### src/rtl/sn74169_input_conditioner.sv
// Pad-input conditioner for an SN74169 up/down counter: synchronizes raw switches,
// debounces the step/load buttons and drives registered active-low counter strobes.

module sn74169_debounce #(
   parameter int DEBOUNCE_CYCLES = 4
) (
   input  logic clk,
   input  logic rst_n,
   input  logic ena,
   input  logic sync_i,
   output logic pulse_o
);
   localparam int CNT_W = $clog2(DEBOUNCE_CYCLES + 1);
   localparam logic [CNT_W-1:0] CNT_MAX  = CNT_W'(DEBOUNCE_CYCLES);
   localparam logic [CNT_W-1:0] CNT_ONE  = CNT_W'(1);
   localparam logic [CNT_W-1:0] CNT_ZERO = {CNT_W{1'b0}};

   localparam logic [1:0] IDLE         = 2'd0;
   localparam logic [1:0] PRESS_WAIT   = 2'd1;
   localparam logic [1:0] HELD         = 2'd2;
   localparam logic [1:0] RELEASE_WAIT = 2'd3;

   logic [1:0]       state_q, state_d;
   logic [CNT_W-1:0] cnt_q, cnt_d;

   // Press/release qualification; the pulse fires only on the IDLE-side acceptance.
   always_comb begin
      state_d = state_q;
      cnt_d   = cnt_q;
      pulse_o = 1'b0;
      if (!ena) begin
         state_d = IDLE;
         cnt_d   = CNT_ZERO;
      end else begin
         case (state_q)
            IDLE: begin
               if (sync_i) begin
                  state_d = PRESS_WAIT;
                  cnt_d   = CNT_ONE;
               end else begin
                  state_d = IDLE;
                  cnt_d   = CNT_ZERO;
               end
            end
            PRESS_WAIT: begin
               if (!sync_i) begin
                  state_d = IDLE;
                  cnt_d   = CNT_ZERO;
               end else if (cnt_q == CNT_MAX) begin
                  state_d = HELD;
                  pulse_o = 1'b1;
               end else begin
                  cnt_d = cnt_q + CNT_ONE;
               end
            end
            HELD: begin
               if (!sync_i) begin
                  state_d = RELEASE_WAIT;
                  cnt_d   = CNT_ONE;
               end else begin
                  state_d = HELD;
               end
            end
            RELEASE_WAIT: begin
               if (sync_i) begin
                  state_d = HELD;
               end else if (cnt_q == CNT_MAX) begin
                  state_d = IDLE;
                  cnt_d   = CNT_ZERO;
               end else begin
                  cnt_d = cnt_q + CNT_ONE;
               end
            end
            default: begin
               state_d = IDLE;
               cnt_d   = CNT_ZERO;
            end
         endcase
      end
   end

   // State and counter registers.
   always_ff @(posedge clk or negedge rst_n) begin
      if (!rst_n) begin
         state_q <= IDLE;
         cnt_q   <= CNT_ZERO;
      end else begin
         state_q <= state_d;
         cnt_q   <= cnt_d;
      end
   end
endmodule

module sn74169_input_conditioner #(
   parameter int SYNC_STAGES     = 2,
   parameter int DEBOUNCE_CYCLES = 4
) (
   input  logic       clk,
   input  logic       rst_n,
   input  logic       ena,
   input  logic       raw_step,
   input  logic       raw_load,
   input  logic       raw_run,
   input  logic       raw_up,
   input  logic [3:0] raw_data,
   output logic       cnt_en_n,
   output logic       load_n,
   output logic       up_dn,
   output logic [3:0] data_out
);
   // Packed as {up, run, load, step, data}; the direction bit idles high.
   localparam int            SW       = 8;
   localparam logic [SW-1:0] SYNC_RST = 8'h80;

   logic [SYNC_STAGES-1:0][SW-1:0] sync_q;
   logic [SW-1:0] raw_vec, sync_vec;
   logic          step_sync, load_sync, run_sync, up_sync;
   logic [3:0]    data_sync;
   logic          step_pulse, load_pulse;
   logic          cnt_en_n_q, cnt_en_n_d, load_n_q, load_n_d, up_dn_q, up_dn_d;
   logic [3:0]    data_q, data_d;

   assign raw_vec   = {raw_up, raw_run, raw_load, raw_step, raw_data};
   assign sync_vec  = sync_q[SYNC_STAGES-1];
   assign up_sync   = sync_vec[7];
   assign run_sync  = sync_vec[6];
   assign load_sync = sync_vec[5];
   assign step_sync = sync_vec[4];
   assign data_sync = sync_vec[3:0];

   // Synchronizer chains for every pad input; they keep sampling regardless of ena.
   always_ff @(posedge clk or negedge rst_n) begin
      if (!rst_n) begin
         sync_q <= {SYNC_STAGES{SYNC_RST}};
      end else begin
         sync_q <= {sync_q[SYNC_STAGES-2:0], raw_vec};
      end
   end

   sn74169_debounce #(.DEBOUNCE_CYCLES(DEBOUNCE_CYCLES)) u_step_deb (
      .clk(clk), .rst_n(rst_n), .ena(ena), .sync_i(step_sync), .pulse_o(step_pulse)
   );

   sn74169_debounce #(.DEBOUNCE_CYCLES(DEBOUNCE_CYCLES)) u_load_deb (
      .clk(clk), .rst_n(rst_n), .ena(ena), .sync_i(load_sync), .pulse_o(load_pulse)
   );

   // Strobe shaping: load wins over count, and direction only moves while the counter is idle.
   always_comb begin
      if (ena) begin
         load_n_d   = ~load_pulse;
         cnt_en_n_d = ~((step_pulse | run_sync) & ~load_pulse);
         data_d     = load_pulse ? data_sync : data_q;
      end else begin
         load_n_d   = 1'b1;
         cnt_en_n_d = 1'b1;
         data_d     = data_q;
      end
      if (cnt_en_n_d && load_n_d) begin
         up_dn_d = up_sync;
      end else begin
         up_dn_d = up_dn_q;
      end
   end

   // Output registers.
   always_ff @(posedge clk or negedge rst_n) begin
      if (!rst_n) begin
         cnt_en_n_q <= 1'b1;
         load_n_q   <= 1'b1;
         up_dn_q    <= 1'b1;
         data_q     <= 4'h0;
      end else begin
         cnt_en_n_q <= cnt_en_n_d;
         load_n_q   <= load_n_d;
         up_dn_q    <= up_dn_d;
         data_q     <= data_d;
      end
   end

   assign cnt_en_n = cnt_en_n_q;
   assign load_n   = load_n_q;
   assign up_dn    = up_dn_q;
   assign data_out = data_q;
endmodule

### config.mk
export PLATFORM = sky130hd
export DESIGN_NAME = sn74169_input_conditioner
export DESIGN_NICKNAME = d
export VERILOG_FILES = /design/src/rtl/sn74169_input_conditioner.sv
export SDC_FILE = /design/constraint.sdc
export NUM_CORES = 1
export LEC_CHECK = 0
export ABC_AREA = 0
export CAP_MARGIN = 25
export CORE_ASPECT_RATIO = 0.5
export CORE_MARGIN = 2
export CORE_UTILIZATION = 43
export DETAILED_ROUTE_END_ITERATION = 7
export PLACE_DENSITY = 0.67
export SLEW_MARGIN = 25
export SYNTH_ARGS = -nofsm -noshare
export SYNTH_HDL_FRONTEND = slang
export SYNTH_HIERARCHICAL = 1
export SYNTH_SLANG_ARGS = --single-unit
### constraint.sdc
create_clock -name clk -period 2.08 [get_ports clk]
set_input_delay 0.208 -clock clk [delete_from_list [all_inputs] [get_ports clk]]
set_output_delay 0.208 -clock clk [all_outputs]
set_load 0.03 [all_outputs]
==> impl_metrics.env <==
export IMPL_status="completed"
export IMPL_synth_area_top_cells="dfrtp_1 (50%), dfstp_2 (9.5%), ha_1 (3.6%)"
export IMPL_portBuffers=17
export IMPL_nNetsFinal=146
export IMPL_fin_skew_ns=0.00508
export IMPL_die_area_um2=3730
export IMPL_final_max_slew_violation_count=0
export IMPL_syn_instance_count=110
export IMPL_setup_viol=0
export IMPL_ys_seq_area_share_pct=59.9
export IMPL_crit_arrival_ns=2.05
export IMPL_cts_root_buffer_cell="clkbuf_8"
export IMPL_powerDensity_nw_per_um2=808
export IMPL_slew_headroom_pct=73.6
export IMPL_p_sw_w=0.000282
export IMPL_holdWs_ns=0.317
export IMPL_drc_errors=0
export IMPL_cp_start_kind="flop"
export IMPL_antenna_found_initial=0
export IMPL_max_slew_worst_pin_slew_ns=0.395
export IMPL_required_ns=2.25
export IMPL_io_pin_count=18
export IMPL_ys_ff_latch=33
export IMPL_critPathBufInv=1
export IMPL_grt_max_degree=34
export IMPL_drt_pre_antenna_iters=4
export IMPL_grt_pass1_vias=858
export IMPL_grt_overflow_total=0
export IMPL_timing_final_crit_share_pct=90.5
export IMPL_crit_type="flop to flop"
export IMPL_synth_distinct_cells=31
export IMPL_die_w_um=84.4
export IMPL_worstSetupPathDepth=6
export IMPL_crit_family="simple AND/OR/NAND/NOR gates"
export IMPL_hold_buffers=0
export IMPL_pwr_share_clk_pct=44.4
export IMPL_drive_above_1_share_pct=18.9
export IMPL_crit_path_max_fanout=6
export IMPL_p_leak_nw=0.735
export IMPL_power_frac_comb_pct=6.1
export IMPL_viasPerCell=5.23
export IMPL_antenna_cells=0
export IMPL_cts_setup_buffers=0
export IMPL_hpwl_mm=1.55
export IMPL_cts_tree="built"
export IMPL_num_rows=14
export IMPL_slowest_stage="dfrtp_1"
export IMPL_drt_wl_total_mm=2.24
export IMPL_synth_top_area_share_pct=50.5
export IMPL_syn_num_nets=125
export IMPL_yosysWarnings=6
export IMPL_clock_sinks=33
export IMPL_fin_tns_setup_ns=0
export IMPL_rr_startpoint="u_load_deb/cnt_q[0]"
export IMPL_final_min_clock_period_ns=1.88
export IMPL_timing_hold_violations_final=0
export IMPL_max_stage_delay_ns=0.41
export IMPL_clk_insertion_delay_late_ns=0.28
export IMPL_antenna_left=0
export IMPL_vias=900
export IMPL_place_congestion=0.782
export IMPL_maxCapViolCount=0
export IMPL_wire_per_inst_um=13.0
export IMPL_path_clk_slew_ns=0.07
export IMPL_grt_usage_pct=13.7
export IMPL_cts_resized=0
export IMPL_drt_iter0_drc=63
export IMPL_core_um2=3050
export IMPL_syn_avg_cell_area_um2=12.6
export IMPL_grt_pass1_wl_mm=3.78
export IMPL_cp_startpoint="u_load_deb/cnt_q[0]"
export IMPL_p_seq_share_pct=49.5
export IMPL_hold_path_class="input pin to asynchronous set/reset pin"
export IMPL_numCtsBuffers=5
export IMPL_start_util_pct=45.6
export IMPL_ctsLongestPathBuffers=2
export IMPL_vdd_drop_max_v=0.000574
export IMPL_max_freq_mhz=531
export IMPL_area_growth_pct=23.1
export IMPL_synth_top_area_cell="dfrtp_1"
export IMPL_p_int_w=0.00110
export IMPL_worstRegToRegCells=6
export IMPL_cts_max_level=2
export IMPL_power_share_switching_pct=20.4
export IMPL_end_kind="flop"
export IMPL_netlist_area_um2=1390
export IMPL_p_total_w=0.00138
export IMPL_rsz0062_at_grt="false"
export IMPL_die_h_um=44.2
export IMPL_path_cells="inv_1 -> ha_1 -> and3_1 -> nor3b_2 -> nand2_1 -> mux2_2"
[routing by layer]
| metal | GRT usage, % | part of all wire (%) | up-vias |
|---|---|---|---|
| met3 | 5.04 | 4.7 | 2 |
| met1 | 16.7 | 48 | 439 |
| li1 | - | - | 436 |
| met4 | 7.62 | 0.85 | 0 |
| met5 | 0 | 0 | - |
| met2 | 22.1 | 46 | 23 |
[power by group through the flow]
stage	Sequential [W]	Clock, W	Combinational (W)
4_1_cts	0.000684	0.000641	0.0000854
3_3_place_gp	0.000694	0	0.0000837
2_1_floorplan	0.000694	0	0.0000388
3_5_place_dp	0.000696	0	0.0000853
5_1_grt	0.000687	0.000668	0.0000929
6_report	0.000684	0.000614	0.0000840
[synth_stat cells (all sizes together)]
library cell,number
a211oi,4
a21boi,2
a21oi,4
nor3b,2
nor2,2
xnor2,4
a21o,4
mux2,5
mux2i,2
nor3,2
dfstp,5
dfrtp,28
a31oi,2
a221o,2
inv,7
ha,4
nand2,9
a2bb2oi,2
o211ai,3
o31ai,1
o21ai,4
a41oi,2
buf,6
o32ai,2
and3,2
[cells by family (layout without fill, tap and decap cells)]
logic type | Yosys count | after routing | share of synthesized area, %
flops | 33 | 33 | 59.9
xor+xnor | 4 | 4 | 2.52
compound gates | 32 | 32 | 17.5
buf+inv | 13 | 35 | 5.32
fa+ha+maj | 4 | 4 | 3.60
simple gates | 17 | 17 | 5.68
mux | 7 | 7 | 5.50
[cell type report]
cell class	instances	area, um2
clock inverters	2	37.5
fillers	282	1340
clock buffers	6	82.6
repair buffers	20	193
multi-input cells	64	488
well taps	40	50.0
inverters	7	26.3
flip-flops and latches	33	832
[metrics by stage]
| stage | instance area (um2) | worst slack, ns | std cells | utilization [%] |
|---|---|---|---|---|
| finish | 1710 | 0.198 | 172 | 56.1 |
| global route | 1710 | 0.0198 | 172 | 56.1 |
| CTS | 1700 | 0.0461 | 172 | 55.9 |
| detailed placement | 1580 | 0.0582 | 164 | 52.0 |
| global placement | 1580 | 0.148 | 164 | 52.0 |
| floorplan | 1390 | 0.300 | 110 | - |
[worst reg2reg max path, delay by kind of cell, from the launching register on]
family	cells	cell delay, ns
fa+ha+maj	1	0.26
buf+inv	1	0.10
flops	1	0.41
mux	1	0.30
simple gates	3	0.69
[worst paths after layout]
check	slack, ns	to
worst max-delay path	0.20	data_out[3]
worst min-delay path	0.32	sync_q[1]
worst max register to register	0.20	data_out[3]
worst min register to register	0.35	sync_vec[2]
max in group asynchronous	1.44	cnt_en_n
min in group clk	0.33	sync_q[7]
[flip-flops by register name, indices dropped and copies added, names as in the netlist]
signal and flops:
sync_q 8, sync_vec 8, data_out 4, u_load_deb/cnt_q 3
u_step_deb/cnt_q 3, u_load_deb/state_q 2, u_step_deb/state_q 2, cnt_en_n 1
load_n 1, up_dn 1
[layout by cell type (no fill, tap or decap), drive strengths merged]
cell / n
mux2i: 2
o32ai: 2
mux2: 5
a21boi: 2
a221o: 2
a41oi: 2
clkinvlp: 1
xnor2: 4
o21ai: 4
and3: 2
a2bb2oi: 2
o31ai: 1
buf: 3
inv: 7
a211oi: 4
a21o: 4
clkbuf: 6
o211ai: 3
ha: 4
nor3b: 2
clkdlybuf4s50: 17
dfrtp: 28
dfstp: 5
a21oi: 4
nor3: 2
nor2: 2
a31oi: 2
nand2: 9
bufinv: 1
Power figures use the tool's default switching activity.
